$ cat config.mk
export PLATFORM = sky130hd
export DESIGN_NAME = score_display_driver_flat
export DESIGN_NICKNAME = d
export VERILOG_FILES = /design/src/rtl/score_display_driver_if.sv /design/src/rtl/score_display_driver.sv /design/src/flat_wrapper.sv
export SDC_FILE = /design/constraint.sdc
export NUM_CORES = 1
export LEC_CHECK = 0
export CAP_MARGIN = 10
export CELL_PAD_IN_SITES_DETAIL_PLACEMENT = 0
export CELL_PAD_IN_SITES_GLOBAL_PLACEMENT = 2
export CORE_MARGIN = 5
export CORE_UTILIZATION = 36
export DETAILED_ROUTE_END_ITERATION = 7
export PLACE_DENSITY = 0.82
export REMOVE_ABC_BUFFERS = 1
export SLEW_MARGIN = 25
export SYNTH_ARGS = -nofsm -noshare
export SYNTH_HDL_FRONTEND = slang
export SYNTH_SLANG_ARGS = --single-unit
$ cat constraint.sdc
create_clock -name clk -period 2.2 [get_ports clk]
set_input_delay 0.33 -clock clk [delete_from_list [all_inputs] [get_ports clk]]
set_output_delay 0.33 -clock clk [all_outputs]
set_load 0.05 [all_outputs]
$ cat src/rtl/score_display_driver_if.sv
`default_nettype none
// +--------------------------------------------------------------------------+
// | Module      : score_display_driver_if                                    |
// | Description : Bundles the game-control inputs (hit, clr) and the display |
// |               / score outputs of score_display_driver.                   |
// |   master : game control side, drives hit/clr, observes display + score   |
// |   slave  : score_display_driver side                                     |
// |   hit       1   single-cycle pulse, add 1 to the score                    |
// |   clr       1   synchronous score clear, wins over hit                    |
// |   bcd_digit 4   BCD digit for the 7-segment decoder Y input               |
// |   an        4   active-low anode enables, an[0] = units                   |
// |   score     16  packed BCD score {thousands, hundreds, tens, units}       |
// |   sat       1   sticky saturation flag (score reached 9999 and was hit)   |
// | Revision    : 1.0  initial release                                       |
// +--------------------------------------------------------------------------+
interface score_display_driver_if;
   logic        hit;
   logic        clr;
   logic [3:0]  bcd_digit;
   logic [3:0]  an;
   logic [15:0] score;
   logic        sat;

   modport master (
      output hit,
      output clr,
      input  bcd_digit,
      input  an,
      input  score,
      input  sat
   );

   modport slave (
      input  hit,
      input  clr,
      output bcd_digit,
      output an,
      output score,
      output sat
   );
endinterface
`default_nettype wire

$ cat src/rtl/score_display_driver.sv
`default_nettype none
// +--------------------------------------------------------------------------+
// | Module      : score_display_driver                                       |
// | Description : Holds a 4-digit BCD score and time-multiplexes its digits  |
// |               onto a 4-digit common-anode display.                       |
// |   clk    in   system clock                                              |
// |   rst_n  in   asynchronous active-low reset                              |
// |   bus    slave modport of score_display_driver_if                        |
// |          (hit/clr in; bcd_digit/an/score/sat out)                        |
// | Parameters  : SCAN_DIV  clock cycles per digit slot (2..2^20)            |
// |               BLANK_LZ  1 = blank leading-zero digits                    |
// | Revision    : 1.0  initial release                                       |
// +--------------------------------------------------------------------------+
module score_display_driver #(
   parameter int SCAN_DIV = 100000,
   parameter bit BLANK_LZ = 1'b1
) (
   input  wire logic             clk,
   input  wire logic             rst_n,
   score_display_driver_if.slave bus
);

   localparam int                 c_cnt_w    = (SCAN_DIV > 1) ? $clog2(SCAN_DIV) : 1;
   localparam logic [c_cnt_w-1:0] c_cnt_last = c_cnt_w'(SCAN_DIV - 1);
   localparam logic [15:0]        c_score_max = 16'h9999;

   // ---------------------------------------------------------------- state
   logic [15:0]        r_score;
   logic               r_sat;
   logic [c_cnt_w-1:0] r_scan_cnt;
   logic [1:0]         r_idx;
   logic [3:0]         r_bcd;
   logic [3:0]         r_an;

   // ------------------------------------------------------- combinational
   logic [15:0] w_score_inc;
   logic        w_scan_wrap;
   logic [3:0]  w_zero_from;   // bit i: nibbles i..3 are all zero
   logic        w_blank;
   logic [3:0]  w_sel_nib;
   logic [3:0]  w_an_onehot;

   // BCD ripple increment: each nibble rolls 9->0 and passes the carry on,
   // so every nibble stays within 0..9.
   always_comb begin
      logic carry;
      w_score_inc = r_score;
      carry       = 1'b1;
      for (int i = 0; i < 4; i++) begin
         if (carry) begin
            if (r_score[4*i +: 4] == 4'd9) begin
               w_score_inc[4*i +: 4] = 4'd0;
            end else begin
               w_score_inc[4*i +: 4] = r_score[4*i +: 4] + 4'd1;
               carry                 = 1'b0;
            end
         end
      end
   end

   assign w_scan_wrap = (r_scan_cnt == c_cnt_last);

   // Leading-zero detection from the most significant digit downwards.
   assign w_zero_from[3] = (r_score[15:12] == 4'd0);
   assign w_zero_from[2] = w_zero_from[3] & (r_score[11:8] == 4'd0);
   assign w_zero_from[1] = w_zero_from[2] & (r_score[7:4]  == 4'd0);
   assign w_zero_from[0] = w_zero_from[1] & (r_score[3:0]  == 4'd0);

   // Units digit (index 0) is never blanked so a zero score still shows "0".
   assign w_blank     = BLANK_LZ && (r_idx != 2'd0) && w_zero_from[r_idx];
   assign w_sel_nib   = r_score[{r_idx, 2'b00} +: 4];
   assign w_an_onehot = ~(4'b0001 << r_idx);

   // ---------------------------------------------------------- score path
   always_ff @(posedge clk or negedge rst_n) begin
      if (!rst_n) begin
         r_score <= 16'h0000;
         r_sat   <= 1'b0;
      end else if (bus.clr) begin
         r_score <= 16'h0000;
         r_sat   <= 1'b0;
      end else if (bus.hit) begin
         if (r_score == c_score_max) begin
            r_sat <= 1'b1;
         end else begin
            r_score <= w_score_inc;
         end
      end
   end

   // ------------------------------------------------------------ scanning
   // Free-running; independent of hit and clr.
   always_ff @(posedge clk or negedge rst_n) begin
      if (!rst_n) begin
         r_scan_cnt <= '0;
         r_idx      <= 2'd0;
      end else if (w_scan_wrap) begin
         r_scan_cnt <= '0;
         r_idx      <= r_idx + 2'd1;
      end else begin
         r_scan_cnt <= r_scan_cnt + c_cnt_w'(1);
      end
   end

   // -------------------------------------------------------- output stage
   // Digit and anode are registered together so they always change on the
   // same edge; a blanked slot keeps every anode high.
   always_ff @(posedge clk or negedge rst_n) begin
      if (!rst_n) begin
         r_bcd <= 4'd0;
         r_an  <= 4'b1110;
      end else begin
         r_bcd <= w_sel_nib;
         r_an  <= w_blank ? 4'b1111 : w_an_onehot;
      end
   end

   assign bus.score     = r_score;
   assign bus.sat       = r_sat;
   assign bus.bcd_digit = r_bcd;
   assign bus.an        = r_an;

endmodule
`default_nettype wire

$ cat src/flat_wrapper.sv
// flat-port wrapper written by rule: the top's interface ports become plain ports
module score_display_driver_flat 
#(
   parameter int SCAN_DIV = 100000,
   parameter bit BLANK_LZ = 1'b1
)
  (clk, rst_n, bus_hit, bus_clr, bus_bcd_digit, bus_an, bus_score, bus_sat);
  score_display_driver_if bus_i ();
  input  wire logic clk;
  input  wire logic rst_n;
  input wire logic [$bits(bus_i.hit)-1:0] bus_hit;
  input wire logic [$bits(bus_i.clr)-1:0] bus_clr;
  output wire logic [$bits(bus_i.bcd_digit)-1:0] bus_bcd_digit;
  output wire logic [$bits(bus_i.an)-1:0] bus_an;
  output wire logic [$bits(bus_i.score)-1:0] bus_score;
  output wire logic [$bits(bus_i.sat)-1:0] bus_sat;
  assign bus_i.hit = bus_hit;
  assign bus_i.clr = bus_clr;
  assign bus_bcd_digit = bus_i.bcd_digit;
  assign bus_an = bus_i.an;
  assign bus_score = bus_i.score;
  assign bus_sat = bus_i.sat;
  score_display_driver #(.SCAN_DIV(SCAN_DIV), .BLANK_LZ(BLANK_LZ)) u_core (.clk(clk), .rst_n(rst_n), .bus(bus_i));
endmodule
==> flow_summary_export.csv <==
group,metric,value,unit
clock_network,h-tree-depth,2,
clock_network,clk_pin_slew,0.09,ns
die,row_count,29,
die,chipWidth,91.0,um
finish,antenna_cells,0,
global_routing,grt_usage,13.1,%
worst_setup_path,path_cells,"clkdlybuf4s50_1",
placement,place_hpwl,3.82,mm
timing,max_freq,0.482,GHz
worst_setup_path,rrSetupSlack,0.30,ns
timing,fin_crit_sh,94.4,%
global_routing,grt_max_degree,19,
logic_synthesis,yosysWarnings,0,
status,status,"completed",
logic_synthesis,synth_edf_count,0,
worst_setup_path,crit_family,"buffers and inverters",
power,power.leakage,1.32,nW
worst_setup_path,cp_max_fo,9,
power,p_per_area,530,mW/mm2
timing,max_slew_margin,65.1,%
die,dieArea,0.00828,mm2
finish,area_growth,24.9,%
clock_network,clock_latency,0.30,ns
die,die_y,91.0,um
logic_synthesis,ys_top_cells_by_area,"dfrtp_1, ha_1, xnor2_1, dfstp_2, nor2_1",
logic_synthesis,synth.top_cells.by_count,"dfrtp_1, nor2_1, ha_1, nand2_1, inv_1",
worst_setup_path,critical_path.startpoint_type,"register",
logic_synthesis,synth_most_common_cell,"dfrtp_1",
logic_synthesis,dominantRegCellSynth,"dfrtp_1",
placement,routabilityCongestion,0.779,
worst_setup_path,required,1.87,ns
route,routed-via-count,1740,
worst_hold_path,hp-class,"primary input to async pin",
timing,finalSetupTns,0,ns
clock_network,cts_max_path_buffers,2,
placement,dp_cells,334,
logic_synthesis,synthArstFlopShare,100,%
finish,nets,286,
route,avgRoutedWirePerCell,15.0,um
worst_setup_path,cp-end-kind,"output port",
timing,rsz0062_at_grt,"false",
clock_network,cts.sinks,44,
worst_setup_path,path_class,"register to output port",
logic_synthesis,ys_seq_area_share,46.8,%
logic_synthesis,syn_inst,217,
clock_network,cts_buffers,5,
timing,slew_viol_final,0,
timing,skew,0.00675,ns
finish,fin_cells,343,
global_routing,grt_pass1_vias,1790,
placement,portBuffers,28,
logic_synthesis,synth_top_area_share,43.4,%
die,ios,29,
route,drt.antenna.violating_nets,0,
run,drv_cap,0,
die,start_util,37.2,%
power,ir_drop,0.313,mV
finish,stdcell_area,0.00295,mm2
clock_network,cts-root-buf,"clkbuf_8",
route,routed_wirelength,5.13,mm
finish,fin_util,46.5,%
worst_setup_path,cp.buffers_inverters,1,
route,first_pass_iters,4,
timing,tightest_slew,0.521,ns
route,dr.first_iter.drc_count,30,
placement,postPlaceCellArea,0.00283,mm2
timing,setup_viol,0,
logic_synthesis,syn_area_per_cell,10.9,um2
timing,fin_crit,2.08,ns
route,post-route-drc-count,0,
logic_synthesis,synth.distinct_cells,48,
logic_synthesis,synth-seq-cells,44,
worst_setup_path,cp-startpoint,"u_core.bus.score[3]",
global_routing,grt_pass1_wl,8.90,mm
global_routing,grt.overflow.total,0,
clock_network,cts_tree,"yes",
timing,finalHoldViolCount,0,
worst_setup_path,cpPeakStageDelay,0.88,ns
worst_setup_path,r2r_start,"u_core.bus.score[9]",
logic_synthesis,synth_area,0.00236,mm2
finish,num-fill-cells,589,
worst_setup_path,critPathArrivalTime,1.75,ns
worst_setup_path,cpMaxStageDelayCell,"clkdlybuf4s50_1",
route,via_per_inst,5.07,
die,design.core.area,0.00635,mm2
logic_synthesis,synth_top_area_cell,"dfrtp_1",
global_routing,antenna_found_initial,0,
finish,layout-drive-gt1-share,14.7,%
==> worst paths after layout <==
kind,end,cells past startpoint
max in group asynchronous,u_core.bus.an[2],3
setup reg to reg,u_core.bus.an[3],6
hold reg to reg,u_core.r_scan_cnt[0],1
hold / removal,u_core.r_scan_cnt[14],2
min in group clk,u_core.r_scan_cnt[0],1
setup / recovery,bus_score[3],1
==> where the power goes <==
part           internal (W)  switching, W
Combinational     0.0000367     0.0000669
Clock              0.000342      0.000301
Sequential         0.000814    0.00000360
Total               0.00119      0.000371
==> worst register-to-register path: cells and delay by family (launching register included) <==
family | cells | cell delay [ns]
compound gates | 2 | 0.65
fa+ha+maj | 1 | 0.15
simple gates | 2 | 0.58
flops | 1 | 0.38
buf+inv | 1 | 0.09
==> flip-flops by register name (all words and copies together) (netlist names) <==
| register | count |
|---|---|
| u_core.bus.score | 16 |
| u_core.r_idx | 2 |
| u_core.bus.sat | 1 |
| u_core.bus.bcd_digit | 4 |
| u_core.bus.an | 4 |
| u_core.r_scan_cnt | 17 |
==> placed cells by master, fill, tap and decap left out, types with 2 or more instances in the layout <==
master	n
ha_1	17
nor3_1	5
buf_4	15
nand3b_1	3
mux4_2	3
nand2b_1	3
nor2_1	20
a31oi_1	2
xor2_1	5
clkbuf_8	5
clkdlybuf4s50_1	27
a21oi_1	13
nand2_1	17
dfstp_2	3
nand3_1	12
nand4_1	6
nor4_1	4
mux2i_1	2
inv_1	15
dfrtp_1	41
o21ai_0	4
or3_1	2
xnor2_1	12
==> cell type report <==
cell class                 instances  area, um2  share of cell area (%)
multi-input combinational        155       1180                    40.0
sequential                        44       1100                    37.4
timing repair buffer              44        398                    13.5
tap                               77       96.3                    3.26
clock buffer                       5       68.8                    2.33
inverter                          15       56.3                    1.91
clock inverter                     3       46.3                    1.57
==> per-stage QoR <==
step	hold WS, ns	setup WS, ns	power (W)
floorplan	0.0344	0.0569	0.000880
finish	0.447	0.124	0.00156
global placement	0.242	0.287	0.000938
detailed placement	0.247	0.270	0.000938
CTS	0.450	0.107	0.00159
global route	0.466	0.0797	0.00164
==> logic make-up (layout without fill, tap and decap cells) <==
kind of cell	after synthesis	after routing	share of synthesized area, %
xor+xnor	17	17	6.30
buf+inv	18	67	3.23
simple gates	86	86	21.8
fa+ha+maj	17	17	9.00
mux	7	7	5.30
compound gates	28	28	7.57
flops	44	44	46.8
==> layer usage <==
layer | GRT usage [%] | wire length [um] | up-vias
li1 | - | - | 863
met1 | 17.8 | 2450 | 849
met2 | 20.7 | 2510 | 22
met3 | 2.89 | 125 | 6
met4 | 4.03 | 54 | 0
met5 | 0 | 0 | -
==> repair_timing <==
action | in CTS | in global routing
hold endpoints to repair | 13 | 0
gates resized for setup | 0 | 0
setup buffers | 0 | 0
hold buffers | 1 | 0
Power figures use the tool's default switching activity.
